<file path="src/rtl/bayer_demosaic_ctrl_if.sv">
// Video timing stream between the matrix generator and the demosaic sequencer:
// raw vsync/href in, gated timing plus Bayer phase and pixel/line indices out.
interface bayer_demosaic_ctrl_if;
    logic        in_vsync;
    logic        in_href;
    logic        out_vsync;
    logic        out_href;
    logic [1:0]  bayer_phase;
    logic [10:0] pix_cnt;
    logic [10:0] line_cnt;
    logic        frame_start;
    logic        frame_end;

    modport master (
        output in_vsync, in_href,
        input  out_vsync, out_href, bayer_phase, pix_cnt, line_cnt, frame_start, frame_end
    );

    modport slave (
        input  in_vsync, in_href,
        output out_vsync, out_href, bayer_phase, pix_cnt, line_cnt, frame_start, frame_end
    );
endinterface

</file>
<file path="src/rtl/bayer_demosaic_ctrl.sv">
// Frame/line sequencer for the RAW8->RGB888 demosaic path: tracks vsync/href, issues
// per-pixel Bayer phase, latches config per frame, gates bad geometry and flags errors.
module bayer_demosaic_ctrl #(
    parameter int IMG_HDISP = 640,
    parameter int IMG_VDISP = 480
) (
    input  logic                        clk,
    input  logic                        rst,
    input  logic [1:0]                  cfg_pattern,
    input  logic                        cfg_enable,
    input  logic                        err_clr,
    bayer_demosaic_ctrl_if.slave        vid_if,
    output logic                        demosaic_en,
    output logic [15:0]                 frame_cnt,
    output logic                        err_short_line,
    output logic                        err_long_line,
    output logic                        err_line_count
);

    localparam logic [10:0] HDISP = 11'(IMG_HDISP);
    localparam logic [10:0] VDISP = 11'(IMG_VDISP);

    typedef enum logic [1:0] {SYNC, IDLE, HBLANK, LINE} state_t;

    state_t      state_q;
    logic [1:0]  pat_q;
    logic        en_q;
    logic [10:0] nk_q;
    logic [10:0] line_q;
    logic        out_vsync_q;
    logic        out_href_q;
    logic [1:0]  phase_q;
    logic [10:0] pix_cnt_q;
    logic [10:0] line_cnt_q;
    logic        frame_start_q;
    logic        frame_end_q;
    logic [15:0] frame_cnt_q;
    logic        err_short_q;
    logic        err_long_q;
    logic        err_lcnt_q;

    logic        active_d;
    logic        acc_d;
    logic        close_d;
    logic        fend_d;
    logic        pass_d;
    logic [10:0] pix_idx_d;
    logic [10:0] lines_d;

    function automatic logic [10:0] sat_inc(input logic [10:0] v);
        return (v == '1) ? v : v + 11'd1;
    endfunction

    // A line closes on href fall or on vsync fall mid-line; the latter also ends the frame.
    always_comb begin
        active_d  = (state_q == HBLANK) || (state_q == LINE);
        acc_d     = active_d && vid_if.in_vsync && vid_if.in_href;
        pix_idx_d = (state_q == LINE) ? nk_q : '0;
        close_d   = (state_q == LINE) && !(vid_if.in_vsync && vid_if.in_href);
        fend_d    = active_d && !vid_if.in_vsync;
        lines_d   = close_d ? sat_inc(line_q) : line_q;
        pass_d    = acc_d && (pix_idx_d < HDISP) && (line_q < VDISP);
    end

    always_ff @(posedge clk) begin
        if (rst) begin
            state_q       <= SYNC;
            pat_q         <= '0;
            en_q          <= 1'b0;
            nk_q          <= '0;
            line_q        <= '0;
            out_vsync_q   <= 1'b0;
            out_href_q    <= 1'b0;
            phase_q       <= '0;
            pix_cnt_q     <= '0;
            line_cnt_q    <= '0;
            frame_start_q <= 1'b0;
            frame_end_q   <= 1'b0;
            frame_cnt_q   <= '0;
            err_short_q   <= 1'b0;
            err_long_q    <= 1'b0;
            err_lcnt_q    <= 1'b0;
        end else begin
            frame_start_q <= 1'b0;
            frame_end_q   <= 1'b0;
            out_vsync_q   <= (state_q != SYNC) && vid_if.in_vsync;
            out_href_q    <= pass_d;
            pix_cnt_q     <= pass_d ? pix_idx_d : '0;
            phase_q       <= pass_d ? {line_q[0] ^ pat_q[1], pix_idx_d[0] ^ pat_q[0]} : '0;
            if (acc_d) begin
                nk_q       <= sat_inc(pix_idx_d);
                line_cnt_q <= line_q;
            end
            if (close_d) begin
                line_q <= lines_d;
            end
            err_short_q <= (close_d && (nk_q < HDISP)) || (err_short_q && !err_clr);
            err_long_q  <= (acc_d && (pix_idx_d >= HDISP)) || (err_long_q && !err_clr);
            err_lcnt_q  <= (fend_d && (lines_d != VDISP)) || (err_lcnt_q && !err_clr);
            if (fend_d) begin
                frame_end_q <= 1'b1;
                frame_cnt_q <= frame_cnt_q + 16'd1;
            end
            case (state_q)
                SYNC:    if (!vid_if.in_vsync) state_q <= IDLE;
                IDLE: begin
                    if (vid_if.in_vsync) begin
                        state_q       <= HBLANK;
                        pat_q         <= cfg_pattern;
                        en_q          <= cfg_enable;
                        line_q        <= '0;
                        line_cnt_q    <= '0;
                        frame_start_q <= 1'b1;
                    end
                end
                HBLANK: begin
                    if (!vid_if.in_vsync)    state_q <= IDLE;
                    else if (vid_if.in_href) state_q <= LINE;
                end
                LINE: begin
                    if (!vid_if.in_vsync)     state_q <= IDLE;
                    else if (!vid_if.in_href) state_q <= HBLANK;
                end
                default: state_q <= SYNC;
            endcase
        end
    end

    assign vid_if.out_vsync   = out_vsync_q;
    assign vid_if.out_href    = out_href_q;
    assign vid_if.bayer_phase = phase_q;
    assign vid_if.pix_cnt     = pix_cnt_q;
    assign vid_if.line_cnt    = line_cnt_q;
    assign vid_if.frame_start = frame_start_q;
    assign vid_if.frame_end   = frame_end_q;
    assign demosaic_en        = en_q;
    assign frame_cnt          = frame_cnt_q;
    assign err_short_line     = err_short_q;
    assign err_long_line      = err_long_q;
    assign err_line_count     = err_lcnt_q;

endmodule
</file>
<file path="src/flat_wrapper.sv">
// flat-port wrapper written by rule: the top's interface ports become plain ports
module bayer_demosaic_ctrl_flat 
#(
    parameter int IMG_HDISP = 640,
    parameter int IMG_VDISP = 480
)
  (clk, rst, cfg_pattern, cfg_enable, err_clr, demosaic_en, frame_cnt, err_short_line, err_long_line, err_line_count, vid_if_in_vsync, vid_if_in_href, vid_if_out_vsync, vid_if_out_href, vid_if_bayer_phase, vid_if_pix_cnt, vid_if_line_cnt, vid_if_frame_start, vid_if_frame_end);
  bayer_demosaic_ctrl_if vid_if_i ();
  input  logic clk;
  input  logic rst;
  input  logic [1:0] cfg_pattern;
  input  logic cfg_enable;
  input  logic err_clr;
  output logic demosaic_en;
  output logic [15:0] frame_cnt;
  output logic err_short_line;
  output logic err_long_line;
  output logic err_line_count;
  input wire logic [$bits(vid_if_i.in_vsync)-1:0] vid_if_in_vsync;
  input wire logic [$bits(vid_if_i.in_href)-1:0] vid_if_in_href;
  output wire logic [$bits(vid_if_i.out_vsync)-1:0] vid_if_out_vsync;
  output wire logic [$bits(vid_if_i.out_href)-1:0] vid_if_out_href;
  output wire logic [$bits(vid_if_i.bayer_phase)-1:0] vid_if_bayer_phase;
  output wire logic [$bits(vid_if_i.pix_cnt)-1:0] vid_if_pix_cnt;
  output wire logic [$bits(vid_if_i.line_cnt)-1:0] vid_if_line_cnt;
  output wire logic [$bits(vid_if_i.frame_start)-1:0] vid_if_frame_start;
  output wire logic [$bits(vid_if_i.frame_end)-1:0] vid_if_frame_end;
  assign vid_if_i.in_vsync = vid_if_in_vsync;
  assign vid_if_i.in_href = vid_if_in_href;
  assign vid_if_out_vsync = vid_if_i.out_vsync;
  assign vid_if_out_href = vid_if_i.out_href;
  assign vid_if_bayer_phase = vid_if_i.bayer_phase;
  assign vid_if_pix_cnt = vid_if_i.pix_cnt;
  assign vid_if_line_cnt = vid_if_i.line_cnt;
  assign vid_if_frame_start = vid_if_i.frame_start;
  assign vid_if_frame_end = vid_if_i.frame_end;
  bayer_demosaic_ctrl #(.IMG_HDISP(IMG_HDISP), .IMG_VDISP(IMG_VDISP)) u_core (.clk(clk), .rst(rst), .cfg_pattern(cfg_pattern), .cfg_enable(cfg_enable), .err_clr(err_clr), .vid_if(vid_if_i), .demosaic_en(demosaic_en), .frame_cnt(frame_cnt), .err_short_line(err_short_line), .err_long_line(err_long_line), .err_line_count(err_line_count));
endmodule
</file>
<file path="config.mk">
export PLATFORM = sky130hd
export DESIGN_NAME = bayer_demosaic_ctrl_flat
export DESIGN_NICKNAME = d
export VERILOG_FILES = /design/src/rtl/bayer_demosaic_ctrl_if.sv /design/src/rtl/bayer_demosaic_ctrl.sv /design/src/flat_wrapper.sv
export SDC_FILE = /design/constraint.sdc
export NUM_CORES = 1
export LEC_CHECK = 0
export ABC_AREA = 1
export CORE_MARGIN = 4
export CORE_UTILIZATION = 35
export CTS_CLUSTER_DIAMETER = 80
export CTS_CLUSTER_SIZE = 30
export DETAILED_ROUTE_END_ITERATION = 8
export PLACE_DENSITY_LB_ADDON = 0.08
export SLEW_MARGIN = 15
export SYNTH_ARGS = -nofsm -noshare
export SYNTH_HDL_FRONTEND = slang
export SYNTH_SLANG_ARGS = --single-unit
</file>
<file path="constraint.sdc">
create_clock -name clk -period 2.1 [get_ports clk]
set_input_delay 0.21 -clock clk [delete_from_list [all_inputs] [get_ports clk]]
set_output_delay 0.21 -clock clk [all_outputs]
set_load 0.005 [all_outputs]
</file>
==> results.md <==
* Status: complete, no violations
* Layout cells sized above 1 at 9.021%
* Final Max Slew Viols at 0
* CTS tree: built
* Mux cell area share after synthesis at 0%
* Reg-to-reg slack, setup at 0.16 ns
* Leak at 1.658 nW
* Setup TNS at 0 ns
* Finished Cell Area at 0.004248 mm2
* Placed cells at 613
* Met2 Use GR at 22.32%
* DRC Markers at 0
* P&R area growth vs syn at 30.88%
* Final #Nets at 528
* Met3 global-route usage at 3.476%
* Grt total ovfl at 0
* CTS resizes at 0
* Bufs on Longest Clock Path at 2
* Ant diodes at 0
* CTS Hold Bufs at 0
* GRT Max-Usage Layer: met2
* Main combinational cell family by area after synthesis: simple AND/OR/NAND/NOR gates
* Tcrit/Tclk final at 92.37%
* Min-Delay Path Class: in -> reg
* Wirelength per Cell at 12.47 um
* All-Layer GR Usage at 14.66%
* Worst setup path class: reg -> reg
* Clk_lat worst skew at 0.34 ns
* Placed inst area at 0.004014 mm2
* Via-to-Cell Ratio at 4.776
* Yosys reg bits at 74
* Initial antenna violation count at 0
* RD Place Congestion at 0.8171
* DIE WIDTH at 104.3 um
* Post-synthesis compound-gate area fraction at 12.30%
* Yosys warning count at 0
* Adder-cell share of the synthesized area at 1.542%
* Critical Path Fanout Max at 8
* Layout Cells excl Fill at 629
* Most common cell in the synthesized netlist: nand2_1
* Sequential cell area fraction in the yosys report at 45.64%
* Synthesized area at 0.003246 mm2
* Critical Path RT at 2.35 ns
* Wirelength, routed at 7.842 mm
* Skew final at 0.01307 ns
* Crit path DAT at 2.19 ns
* Setup crit start kind: flip-flop
* Die Area at 0.01088 mm2
* Simple logic cell fraction of the synthesized area at 30.92%
* Vias in the first global route at 2745
* Total CTS buffers at 9
* Clock transition at path regs at 0.08 ns
* Top cells by count, synth: nand2_1, dfxtp_1, nor2_1
* Cell count after synthesis at 445
* Post-synth EDFFs at 0
* Die H at 104.3 um
* Root Driver: clkbuf_8
* Power density over cell area at 671.2 mW/mm2
* Largest net degree at the start of global routing at 31
* DPL Wire Length at 5.786 mm
* Sink Count at 74
* DRT antenna net count at 0
* Async SR Flop Fraction at 0%
* Tmin final at 1.940 ns
* Yosys cell types at 34
* Worst Setup End Kind: flip-flop
* Max_cap viols at 0
* Port Buffers at 55
* DRT iter0 DRCs at 113
* Pwr Total at 2.851 mW
* Starting Density at 36.50%
* Post-Syn Nets at 457
* Row count at 34
* First-pass GRT wire length at 13.02 mm
* Via Count at 3004
* Main synth FF type: dfxtp_1
* Mean post-synth cell area at 7.294 um2
* XOR/XNOR share of the synthesized area at 1.349%
* Post-synth top area share at 45.64%
* Highest Clock Rate at 515.5 MHz
* Drt first pass iters at 4
* Top cells by area, synth: dfxtp_1, nand2_1, nor2_1
* Final hold slack at 0.3998 ns
* Setup Buffers After CTS at 0
* Final hold vios at 0
* IO Pins at 56
* RSZ-0062 raised after global routing: false
* Area leader, netlist: dfxtp_1
* Peak supply drop at 0.0003255 V
* Setup-failing EPs final at 0
* GR met1 Demand/Resource at 19.97%
* H-tree lvl count at 3
* Core area at 0.008891 mm2
state kept, by name, indices dropped and copies added (netlist names):
register	cells
u_core.frame_cnt	16
u_core.line_q	11
u_core.nk_q	11
u_core.vid_if.line_cnt	11
u_core.vid_if.pix_cnt	11
u_core.pat_q	2
u_core.state_q	2
u_core.vid_if.bayer_phase	2
u_core.demosaic_en	1
u_core.err_line_count	1
u_core.err_long_line	1
u_core.err_short_line	1
u_core.vid_if.frame_end	1
u_core.vid_if.frame_start	1
u_core.vid_if.out_href	1
u_core.vid_if.out_vsync	1
power by group:
part | total (mW) | internal, mW | leakage [nW] | switching (mW)
registers | 1.42 | 1.42 | 0.597 | 0.00751
logic | 0.115 | 0.0536 | 0.947 | 0.0610
clock network | 1.31 | 0.789 | 0.114 | 0.525
total | 2.85 | 2.26 | 1.66 | 0.594
through the flow:
step	utilization [%]	setup WS, ns
floorplan	-	0.2082
global placement	45.14	0.1115
detailed placement	45.14	0.05675
CTS	47.78	0.1752
global route	47.78	0.05146
finish	47.78	0.1602
critical path: stages, from the launching register on:
cell     delay (ns)
dfxtp_1        0.42
ha_1           0.24
nand2_1        0.11
nor2_4         0.15
nand3_1        0.14
buf_4          0.19
nand2_1        0.08
nand2_1        0.05
nand2_1        0.08
nand3_1        0.09
nor2_1         0.11
nand3_1        0.09
nand2_1        0.06
nand2_1        0.04
cell usage in the layout, fill, tap and decap left out, types with 2 or more instances in the layout:
cell              n
nor2_2            2
clkdlybuf4s50_1  55
xor2_1            3
nor3_1            9
dfxtp_1          74
clkbuf_1          2
o21bai_1         12
ha_1              4
nand3_1          32
o21a_1            2
buf_4            16
nand4_1          15
nor2_1           57
xnor2_1           2
a211oi_1          2
inv_1            52
nand2_1          94
nand2_2           2
nor3_2            2
inv_2             3
o21ai_0          16
nor2_4            2
a21oi_1          38
clkbuf_8          9
bufinv_16         3
metal layers:
layer	wire, um	part of all wire, %
met2	3364	43
met5	0	0
met4	90	1.1
met1	4054	52
met3	332	4.2
final timing paths:
path                                         endpoint        startpoint  cells past startpoint
worst max-delay path            u_core.err_line_count  u_core.line_q[0]                     13
worst min-delay path               u_core.demosaic_en        cfg_enable                      3
worst max register to register  u_core.err_line_count  u_core.line_q[0]                     13
worst min register to register         u_core.nk_q[1]    u_core.nk_q[1]                      2
cell type report:
cell class              count  area [um2]
flip-flops and latches     74        1481
clock inverters             5       102.6
clock buffers              11       131.4
repair buffers             72       690.7
multi-input cells         304        1500
well taps                 108       135.1
inverters                  55       206.4
fillers                   944        4643
cells by family after synthesis:
kind of cell               Yosys count
adders and majority gates            4
AOI/OAI and AO/OA                   71
xor gates and xnor gates             5
DFF                                 74
buffers and inverters               67
and+or+nand+nor                    223
other                                1
No activity file was read; power rests on OpenSTA's default activity.
